[src/rtl/multdiv_issue_pkg.sv]
// Shared types and constants for the multiply/divide issue block.
package multdiv_issue_pkg;

    typedef enum logic [1:0] {
        S_IDLE  = 2'd0,
        S_START = 2'd1,
        S_BUSY  = 2'd2,
        S_WB    = 2'd3
    } state_e;

    localparam int          TIMEOUT_DEF   = 64;
    localparam int          CNT_W         = 7;
    localparam logic [4:0]  EXC_REG_DEF   = 5'd30;
    localparam logic [31:0] MULT_EXC_CODE = 32'd4;
    localparam logic [31:0] DIV_EXC_CODE  = 32'd5;

    function automatic logic [31:0] exc_code(input logic is_div);
        return is_div ? DIV_EXC_CODE : MULT_EXC_CODE;
    endfunction

endpackage

[src/rtl/multdiv_issue_if.sv]
// Execute-stage, unit-side and writeback signals of the issue block.
// Handshake: an op transfers at a rising edge where op_valid=1 and kill=0 while the
// block is idle; stall=1 holds the front end; wb_valid is a single-cycle strobe.
interface multdiv_issue_if;
    logic        op_valid;
    logic        op_is_div;
    logic [31:0] op_a;
    logic [31:0] op_b;
    logic [4:0]  op_rd;
    logic        kill;
    logic        stall;
    logic        ctrl_MULT;
    logic        ctrl_DIV;
    logic        md_enable;
    logic [31:0] md_operandA;
    logic [31:0] md_operandB;
    logic [31:0] md_result;
    logic        md_exception;
    logic        md_ready;
    logic        wb_valid;
    logic [4:0]  wb_rd;
    logic [31:0] wb_data;

    // master: the issue block; slave: pipeline plus multiply/divide unit around it
    modport master (
        input  op_valid, op_is_div, op_a, op_b, op_rd, kill,
        input  md_result, md_exception, md_ready,
        output stall, ctrl_MULT, ctrl_DIV, md_enable, md_operandA, md_operandB,
        output wb_valid, wb_rd, wb_data
    );

    modport slave (
        output op_valid, op_is_div, op_a, op_b, op_rd, kill,
        output md_result, md_exception, md_ready,
        input  stall, ctrl_MULT, ctrl_DIV, md_enable, md_operandA, md_operandB,
        input  wb_valid, wb_rd, wb_data
    );
endinterface

[src/rtl/multdiv_issue_timeout_counter.sv]
// Cycle counter with synchronous clear, count enable and terminal-count flag.
module multdiv_issue_timeout_counter #(
    parameter int W    = 7,
    parameter int TERM = 63
) (
    input  logic         clock,
    input  logic         resetn,
    input  logic         clr_i,
    input  logic         en_i,
    output logic [W-1:0] count_o,
    output logic         term_o
);
    localparam logic [W-1:0] TERM_V = W'(TERM);

    logic [W-1:0] count_q, count_d;

    always_comb begin
        count_d = count_q;
        if (clr_i) begin
            count_d = '0;
        end else if (en_i) begin
            count_d = count_q + 1'b1;
        end
    end

    always_ff @(posedge clock or negedge resetn) begin
        if (!resetn) begin
            count_q <= '0;
        end else begin
            count_q <= count_d;
        end
    end

    assign count_o = count_q;
    assign term_o  = (count_q == TERM_V);
endmodule

[src/rtl/multdiv_issue.sv]
// Issues one MULT/DIV op to the multi-cycle unit, stalls until the result, then
// presents one writeback beat (result, or exception code to the status register).
module multdiv_issue
    import multdiv_issue_pkg::*;
#(
    parameter int         TIMEOUT = TIMEOUT_DEF,
    parameter logic [4:0] EXC_REG = EXC_REG_DEF
) (
    input  logic            clock,
    input  logic            resetn,
    multdiv_issue_if.master bus,
    output state_e          dbg_state
);
    state_e      state_q, state_d;
    logic [31:0] a_q, b_q, res_q;
    logic [4:0]  rd_q;
    logic        div_q, exc_q;
    logic [CNT_W-1:0] count;
    logic        term;
    logic        accept;

    assign accept = (state_q == S_IDLE) && bus.op_valid && !bus.kill;

    multdiv_issue_timeout_counter #(
        .W    (CNT_W),
        .TERM (TIMEOUT - 1)
    ) u_timeout (
        .clock   (clock),
        .resetn  (resetn),
        .clr_i   (state_q == S_START),
        .en_i    (state_q == S_BUSY),
        .count_o (count),
        .term_o  (term)
    );

    always_comb begin
        state_d       = state_q;
        bus.stall     = 1'b0;
        bus.ctrl_MULT = 1'b0;
        bus.ctrl_DIV  = 1'b0;
        bus.md_enable = 1'b0;
        bus.wb_valid  = 1'b0;
        bus.wb_rd     = '0;
        bus.wb_data   = '0;
        case (state_q)
            S_IDLE: begin
                bus.stall = accept;
                if (accept) state_d = S_START;
            end
            S_START: begin
                bus.stall     = 1'b1;
                bus.md_enable = 1'b1;
                bus.ctrl_MULT = !div_q;
                bus.ctrl_DIV  = div_q;
                state_d       = bus.kill ? S_IDLE : S_BUSY;
            end
            S_BUSY: begin
                bus.stall     = 1'b1;
                bus.md_enable = 1'b1;
                // ready and timeout together resolve to the real result in the capture block
                if (bus.kill) begin
                    state_d = S_IDLE;
                end else if (bus.md_ready || term) begin
                    state_d = S_WB;
                end
            end
            S_WB: begin
                bus.md_enable = 1'b1;
                bus.wb_valid  = 1'b1;
                bus.wb_rd     = exc_q ? EXC_REG : rd_q;
                bus.wb_data   = exc_q ? exc_code(div_q) : res_q;
                state_d       = S_IDLE;
            end
            default: state_d = S_IDLE;
        endcase
    end

    always_ff @(posedge clock or negedge resetn) begin
        if (!resetn) begin
            state_q <= S_IDLE;
            a_q     <= '0;
            b_q     <= '0;
            rd_q    <= '0;
            div_q   <= 1'b0;
            res_q   <= '0;
            exc_q   <= 1'b0;
        end else begin
            state_q <= state_d;
            if (accept) begin
                a_q   <= bus.op_a;
                b_q   <= bus.op_b;
                rd_q  <= bus.op_rd;
                div_q <= bus.op_is_div;
            end
            if (state_q == S_BUSY && !bus.kill) begin
                if (bus.md_ready) begin
                    res_q <= bus.md_result;
                    exc_q <= bus.md_exception;
                end else if (term) begin
                    res_q <= '0;
                    exc_q <= 1'b1;
                end
            end
        end
    end

    assign bus.md_operandA = a_q;
    assign bus.md_operandB = b_q;
    assign dbg_state       = state_q;
endmodule

[src/flat_wrapper.sv]
// flat-port wrapper written by rule: the top's interface ports become plain ports
module multdiv_issue_flat import multdiv_issue_pkg::*;
#(
    parameter int         TIMEOUT = TIMEOUT_DEF,
    parameter logic [4:0] EXC_REG = EXC_REG_DEF
)
  (clock, resetn, dbg_state, bus_op_valid, bus_op_is_div, bus_op_a, bus_op_b, bus_op_rd, bus_kill, bus_md_result, bus_md_exception, bus_md_ready, bus_stall, bus_ctrl_MULT, bus_ctrl_DIV, bus_md_enable, bus_md_operandA, bus_md_operandB, bus_wb_valid, bus_wb_rd, bus_wb_data);
  multdiv_issue_if bus_i ();
  input  logic clock;
  input  logic resetn;
  output state_e dbg_state;
  input wire logic [$bits(bus_i.op_valid)-1:0] bus_op_valid;
  input wire logic [$bits(bus_i.op_is_div)-1:0] bus_op_is_div;
  input wire logic [$bits(bus_i.op_a)-1:0] bus_op_a;
  input wire logic [$bits(bus_i.op_b)-1:0] bus_op_b;
  input wire logic [$bits(bus_i.op_rd)-1:0] bus_op_rd;
  input wire logic [$bits(bus_i.kill)-1:0] bus_kill;
  input wire logic [$bits(bus_i.md_result)-1:0] bus_md_result;
  input wire logic [$bits(bus_i.md_exception)-1:0] bus_md_exception;
  input wire logic [$bits(bus_i.md_ready)-1:0] bus_md_ready;
  output wire logic [$bits(bus_i.stall)-1:0] bus_stall;
  output wire logic [$bits(bus_i.ctrl_MULT)-1:0] bus_ctrl_MULT;
  output wire logic [$bits(bus_i.ctrl_DIV)-1:0] bus_ctrl_DIV;
  output wire logic [$bits(bus_i.md_enable)-1:0] bus_md_enable;
  output wire logic [$bits(bus_i.md_operandA)-1:0] bus_md_operandA;
  output wire logic [$bits(bus_i.md_operandB)-1:0] bus_md_operandB;
  output wire logic [$bits(bus_i.wb_valid)-1:0] bus_wb_valid;
  output wire logic [$bits(bus_i.wb_rd)-1:0] bus_wb_rd;
  output wire logic [$bits(bus_i.wb_data)-1:0] bus_wb_data;
  assign bus_i.op_valid = bus_op_valid;
  assign bus_i.op_is_div = bus_op_is_div;
  assign bus_i.op_a = bus_op_a;
  assign bus_i.op_b = bus_op_b;
  assign bus_i.op_rd = bus_op_rd;
  assign bus_i.kill = bus_kill;
  assign bus_i.md_result = bus_md_result;
  assign bus_i.md_exception = bus_md_exception;
  assign bus_i.md_ready = bus_md_ready;
  assign bus_stall = bus_i.stall;
  assign bus_ctrl_MULT = bus_i.ctrl_MULT;
  assign bus_ctrl_DIV = bus_i.ctrl_DIV;
  assign bus_md_enable = bus_i.md_enable;
  assign bus_md_operandA = bus_i.md_operandA;
  assign bus_md_operandB = bus_i.md_operandB;
  assign bus_wb_valid = bus_i.wb_valid;
  assign bus_wb_rd = bus_i.wb_rd;
  assign bus_wb_data = bus_i.wb_data;
  multdiv_issue #(.TIMEOUT(TIMEOUT), .EXC_REG(EXC_REG)) u_core (.clock(clock), .resetn(resetn), .bus(bus_i), .dbg_state(dbg_state));
endmodule
[config.mk]
export PLATFORM = sky130hd
export DESIGN_NAME = multdiv_issue_flat
export DESIGN_NICKNAME = d
export VERILOG_FILES = /design/src/rtl/multdiv_issue_pkg.sv /design/src/rtl/multdiv_issue_if.sv /design/src/rtl/multdiv_issue_timeout_counter.sv /design/src/rtl/multdiv_issue.sv /design/src/flat_wrapper.sv
export SDC_FILE = /design/constraint.sdc
export NUM_CORES = 1
export LEC_CHECK = 0
export CORE_UTILIZATION = 44
export CTS_BUF_LIST = sky130_fd_sc_hd__clkbuf_4
export CTS_CLUSTER_SIZE = 40
export DETAILED_ROUTE_END_ITERATION = 12
export GPL_ROUTABILITY_DRIVEN = 0
export PLACE_DENSITY_LB_ADDON = 0.08
export RECOVER_POWER = 25
export SLEW_MARGIN = 20
export SYNTH_ARGS = -nofsm -noshare
export SYNTH_HDL_FRONTEND = slang
export SYNTH_SLANG_ARGS = --single-unit
[constraint.sdc]
create_clock -name clock -period 2.15 [get_ports clock]
set_input_delay 0.215 -clock clock [delete_from_list [all_inputs] [get_ports clock]]
set_output_delay 0.215 -clock clock [all_outputs]
set_load 0.02 [all_outputs]
* Yosys cells after proc, flatten, opt, wreduce, memory -nomap -nowiden *
Index checks and enable logic that the tools add are counted.

storage, ports and cells
  bits of input ports = 108
  logic and storage cells = 49
  bits in registers = 112

cells by class
  mux-type cells = 21
  reductions and logical operators = 13
  eq/ne operators = 6
  add/subtract/negate cells = 1

operators with widths
  kind                 number
  $mux 32              4
  $mux 7               2
  $mux 5               2
  $mux 2               4
  $pmux 2 s4           1
  $add 7x1->7 const B  1
  $eq 7x6->1 const B   1
  $mux 1               7
  $eq 2x2->1 const B   2
  $reduce_and 2->1     2
  $reduce_bool 2->1    2
  $logic_and 1x1->1    3
  $ne 3x2->1 const B   1
  $reduce_or 3->1      1
  $eq 2x1->1 const B   1
  $logic_not 1->1      2
  $logic_not 2->1      1
  $ne 2x1->1 const B   1
  $pmux 1 s2           1
  $reduce_or 2->1      1
  $logic_or 1x1->1     1

* Longest topological paths before layout *
Gate-level depths: netlist of run 1.

  word-level depth = 5
  gate-level depth with buffers = 7

* Hierarchy *
A second synthesis of run 1 with hierarchy kept.

second synthesis, totals
  cell total of the unflattened synthesis = 322
  area total of the unflattened synthesis = 4852.2 um^2

by module, submodules not included
  module                         sequential area each (um^2)  area an instance (um^2)  times used  cells each
  multdiv_issue                  2627.5                       4528.1                   1           292
  multdiv_issue_timeout_counter  175.2                        324.1                    1           30

* Least setup slack after synthesis of run 1 *
No wires, ideal clock.

  kind = register to output
  from = reg u_core.state_q[1] (netlist: u_core.dbg_state[1])
  to = out bus_wb_data[10]
  buffers on the path = 1
  stages on the path, launching flop included = 5
  slack = 0.278 ns
  arrival time = 1.657 ns
  required time = 1.935 ns
  cells stage by stage = dfrtp_1 > ha_1 > nor2b_1 > clkbuf_1 > and2_1

between the ends
  word-level cells in the longest chain between the ends = 2

ends and longest elaborated chain
  element                 RTL line             text
  start, declared         multdiv_issue.sv:14  state_e state_q, state_d;
  start signal, assigned  multdiv_issue.sv:88  state_q <= state_d;
  $eq 2x2->1              multdiv_issue.sv:45  case (state_q)
  $mux 32                 multdiv_issue.sv:45
  end, declared           flat_wrapper.sv:29   output wire logic [$bits(bus_i.wb_data)-1:0] bus_wb_data;

Every way passes these cells.

* Worst setup path after layout of run 1 *
  from = reg u_core.state_q[1] (netlist: u_core.dbg_state[1])
  to = out bus_wb_valid

between the ends
  word-level cells in the longest chain between the ends = 2

ends and longest elaborated chain
  element        RTL line             text
  $eq 2x2->1     multdiv_issue.sv:45
  $mux 1         multdiv_issue.sv:45
  end, declared  flat_wrapper.sv:27   output wire logic [$bits(bus_i.wb_valid)-1:0] bus_wb_valid;

Every way passes these cells.

==> results.md, run 1 <==
Routing:
- The final wirelength is 12800 um.
- In this run the remaining antenna-violating nets after routing total 0.
- The number of remaining DRC errors is 0.
- The starting DRC count in detailed routing is 184.
- In the final routed layout, each cell accounts on average for 16.5 um.
- Using the TritonRoute via totals, the vias-per-cell ratio works out to 5.16.
- The number of detailed-routing iterations run before antenna repair is 4.
- The final route contains 4011 vias.

Finish:
- The number of filler instances in the final layout is 897.
- The area added between synthesis and finish is 46.1%.
- The multi-input logic area is 2000 um^2.
- For this run, the post-layout net count is 746.
- The final non-filler cell area is 7290 um^2.
- The number of standard cells in the layout, taps in and fillers out is 777.
- The repair_antennas step left the layout with diodes totalling 0.
- Summing all flip-flop and latch instances after layout gives 2800 um^2.
- The fraction of layout cells with a size suffix above 1 is 23.1%.

Clock network:
- The clock slew seen by the registers of the worst setup and hold paths is 0.17 ns.
- The tree built by TritonCTS fans out to 112 sinks.
- The clock reaches the later pin of the worst-skew pair after 0.45 ns.
- Counting the buffers created by CTS gives 9.
- The H-tree was split into 3 levels.
- TritonCTS built the clock tree.
- The clock tree root buffer cell is clkbuf_4.
- The clock tree buffer depth is 2.

Worst setup path:
- The data required time at the worst endpoint is 1.93 ns.
- By startpoint and endpoint, the worst setup path is classified as reg2out.
- The top cell family by delay on the critical path is buffers and inverters.
- The critical-path maximum fanout is 8.
- The capture instance of the worst register-to-register path is u_core.u_timeout.count_o[5]$_DFFE_PN0P_.
- The worst register-to-register path has a setup slack of 0.24 ns.
- For the worst flop-to-flop path, the logic depth is 7.
- STA classifies the critical path endpoint as a primary output.
- The beginning of the worst register-to-register path is u_core.dbg_state[0]$_DFFE_PN0P_.
- The critical path contains buffers and inverters numbering 2 combined.
- Walking the worst path, the cells encountered are ha_1 -> buf_4 -> clkdlybuf4s50_1.
- The worst setup path is launched from a flip-flop.
- The slowest cell on the critical path is clkdlybuf4s50_1.
- In this design, the stage delay of the slowest critical-path cell is 0.62 ns.
- Data on the critical path arrives at its endpoint at 1.85 ns.

Power and ir drop:
- In this run the power density over the cells is 1260 nW/um^2.
- The highest ir drop seen on vdd is 0.803 mV.
- In this run the static leakage power is 3.22 nW.

Floorplan:
- The total number of placement rows is 38.
- In this run the horizontal extent of the chip is 109 um.
- The region available for standard cell placement spans 10900 um^2.
- The die is 109 um tall.
- The I/O pin count is 216.
- The effective utilization at floorplan is 45.7%.
- The die area is 11800 um^2.

Logic synthesis:
- The count of distinct cell types in the synthesized netlist is 36.
- The number of warnings printed during yosys synthesis is 0.
- The number of nets produced by synthesis is 524.
- The sequential element share of the synthesized area is 56.1%.
- Synthesis inferred 112 register bits.
- The count of mapped cells out of synthesis is 410.
- The mapped netlist covers 4990 um^2.
- The mean area per synthesized cell is 12.2 um^2.

Hold path:
- The worst hold path was traced through 2 stages.
- The start point of the worst min-delay path is bus_op_a[30].
- The worst-case hold path end point is u_core.bus.md_operandA[30]$_DFFE_PN0P_.
- The worst min-delay path category is in2reg.

Timing:
- The maximum clock skew at final layout is 0.0199 ns.
- The final critical path takes up 96.0% of the cycle.
- Setup violations remaining at the end of the flow were counted as 0.
- The count of pins over their slew limit was 113.
- The clock period minus worst slack is 2.06 ns.
- The setup slack of the critical path after layout is 0.0862 ns.
- Summed over all failing endpoints, the final setup total negative slack is 0 ns.
- The highest clock frequency the design can meet is 485 MHz.
- The transition at the pin with the smallest max-transition slack is 1.54 ns.
- The count of endpoints failing hold in the final timing report came to 0.
- The final worst hold slack is 0.364 ns.
- The headroom to the max-slew limit is -2.38%.

Placed design:
- OpenSTA, run right after detailed placement, puts the worst setup slack at 0.156 ns.
- Buffers placed on the I/O ports in this run total 215.
- In this run, placement finished with an instance count of 756.
- The placed wire-length estimate is 9070 um.
- In this run the cell area measured after placement is 7320 um^2.

Global route:
- Global routing consumed, over all layers together, 22.3% of the routing resources.
- The number of global-route vias before repair is 4165.
- Summed over all layers, the global routing overflow is 0.
- The first global-routing pass estimated 20200 um of wire.
- Entering global routing, the biggest net connects 113 pins.
- The number of antenna violations at the first check in global routing came to 0.

Run status:
- The checks that failed: capacitance limit, slew limit.
- The flow ran to the end, but the final reports show violations.

Flow run:
- The max-capacitance violation count is 1.
## repair_timing
| item | CTS | global route |
|---|---|---|
| buffers inserted | 3 | 1 |
| setup endpoints to repair | 42 | 32 |
| resized for setup | 48 | 60 |
| hold endpoints to repair | 112 | 0 |
| hold buffers | 1 | 0 |
## registers in the layout, indices dropped and copies added (netlist names)
signal	count
u_core.rd_q	5
u_core.exc_q	1
u_core.bus.md_operandA	32
u_core.div_q	1
u_core.dbg_state	2
u_core.res_q	32
u_core.bus.md_operandB	32
u_core.u_timeout.count_o	7
## stage by stage
stage               utilization [%]  power [mW]
floorplan                         -        6.01
global placement               67.0        8.34
detailed placement             67.0        8.48
CTS                            67.9        9.28
global route                   66.7        9.72
finish                         66.7        9.16
## routing by layer
metal  GRT usage [%]  part of all wire, %
met1            27.0                   41
met2            37.8                   49
met4            6.85                  1.4
met3            7.23                  8.7
met5               0                    0
## worst register-to-register path, delay by kind of cell (launching register included)
family / cells / cell delay, ns
and+or+nand+nor: 3 / 0.73
buffers and inverters: 3 / 0.46
DFF: 1 / 0.42
adders and majority gates: 1 / 0.23
## cell type report
type,count,share of cell area (%)
Clock buffer,10,1.03
Clock inverter,6,0.498
Inverter,7,0.360
Multi-Input combinational cell,265,27.5
Sequential cell,112,38.4
Tap cell,140,2.40
Timing Repair Buffer,237,29.8
## cells in the mapped netlist
library cell,instances,share of area [%]
dfrtp_1,112,56
mux2_2,70,16
nand2_1,37,2.8
o21ai_0,33,3.3
a22oi_1,32,4.8
and2_1,32,4.0
clkbuf_1,8,0.60
buf_2,7,0.70
buf_6,7,1.6
inv_1,7,0.53
nor2b_1,7,0.88
ha_1,6,1.5
mux2i_1,5,1.0
nand3_1,5,0.50
o21a_1,5,0.75
o2bb2ai_1,4,0.70
a211oi_1,3,0.45
clkbuf_2,3,0.30
nand2b_1,3,0.38
nor2_1,3,0.23
a21oi_1,2,0.20
and3b_1,2,0.35
nand3b_1,2,0.30
o21ai_1,2,0.20
or4_1,2,0.30
and2b_1,1,0.15
and2b_2,1,0.18
and3_2,1,0.15
buf_4,1,0.15
nand2_2,1,0.13
nand3_2,1,0.20
nor2b_2,1,0.18
nor3_1,1,0.10
o2111ai_1,1,0.18
o211ai_1,1,0.15
o221ai_1,1,0.18
## report_power, final
part / switching, mW / internal [mW] / leakage, nW / total, mW
Sequential: 0.457 / 2.90 / 1.25 / 3.36
Clock: 0.667 / 0.247 / 0.0659 / 0.913
Combinational: 2.38 / 2.51 / 1.91 / 4.89
## kinds of logic after synthesis
| group | Yosys count | share of synthesized area [%] |
|---|---|---|
| AOI/OAI and AO/OA | 84 | 10.9 |
| adders and majority gates | 6 | 1.50 |
| buffers and inverters | 33 | 3.86 |
| DFF | 112 | 56.1 |
| muxes | 75 | 16.8 |
| and+or+nand+nor | 100 | 10.8 |
## worst max-delay path by stage
stage	end	startpoint	cells past startpoint	slack (ns)
after floorplan	bus_wb_data[10]	u_core.dbg_state[1]$_DFFE_PN0P_	4	0.28
after global placement	bus_stall	bus_op_valid	5	0.18
after detailed placement	bus_wb_data[26]	u_core.dbg_state[1]$_DFFE_PN0P_	5	0.16
after CTS	bus_wb_data[17]	u_core.dbg_state[1]$_DFFE_PN0P_	5	0.001
after global routing	bus_stall	u_core.dbg_state[0]$_DFFE_PN0P_	6	-0.005
final	bus_wb_valid	u_core.dbg_state[1]$_DFFE_PN0P_	3	0.09
## placed cells by master, fill, tap and decap left out, types with 2 or more instances in the layout
cell	n
clkdlybuf4s50_1	173
dfrtp_1	112
mux2_2	70
nand2_1	37
o21ai_0	33
and2_1	32
a22oi_1	32
clkbuf_2	31
buf_4	17
clkbuf_4	12
dlygate4sd2_1	9
inv_1	7
nor2b_1	6
ha_1	6
o21a_1	5
mux2i_1	5
nand3_1	5
o2bb2ai_1	4
clkinv_2	4
nand2b_1	3
a211oi_1	3
nor2b_2	2
a21oi_1	2
and3b_1	2
nand3b_1	2
o21ai_1	2
or4_1	2
nor2_1	2
buf_12	2
(Power assumes the default switching activity.)
==> run 2, diff against run 1 <==
--- a/config.mk
+++ b/config.mk
@@ -5,6 +5,7 @@
 export SDC_FILE = /design/constraint.sdc
 export NUM_CORES = 1
 export LEC_CHECK = 0
+export CAP_MARGIN = 20
 export CORE_UTILIZATION = 44
 export CTS_BUF_LIST = sky130_fd_sc_hd__clkbuf_4
 export CTS_CLUSTER_SIZE = 40
==> results of run 2 <==
No change in the layout: final DEF, timing and power equal those of run 1.
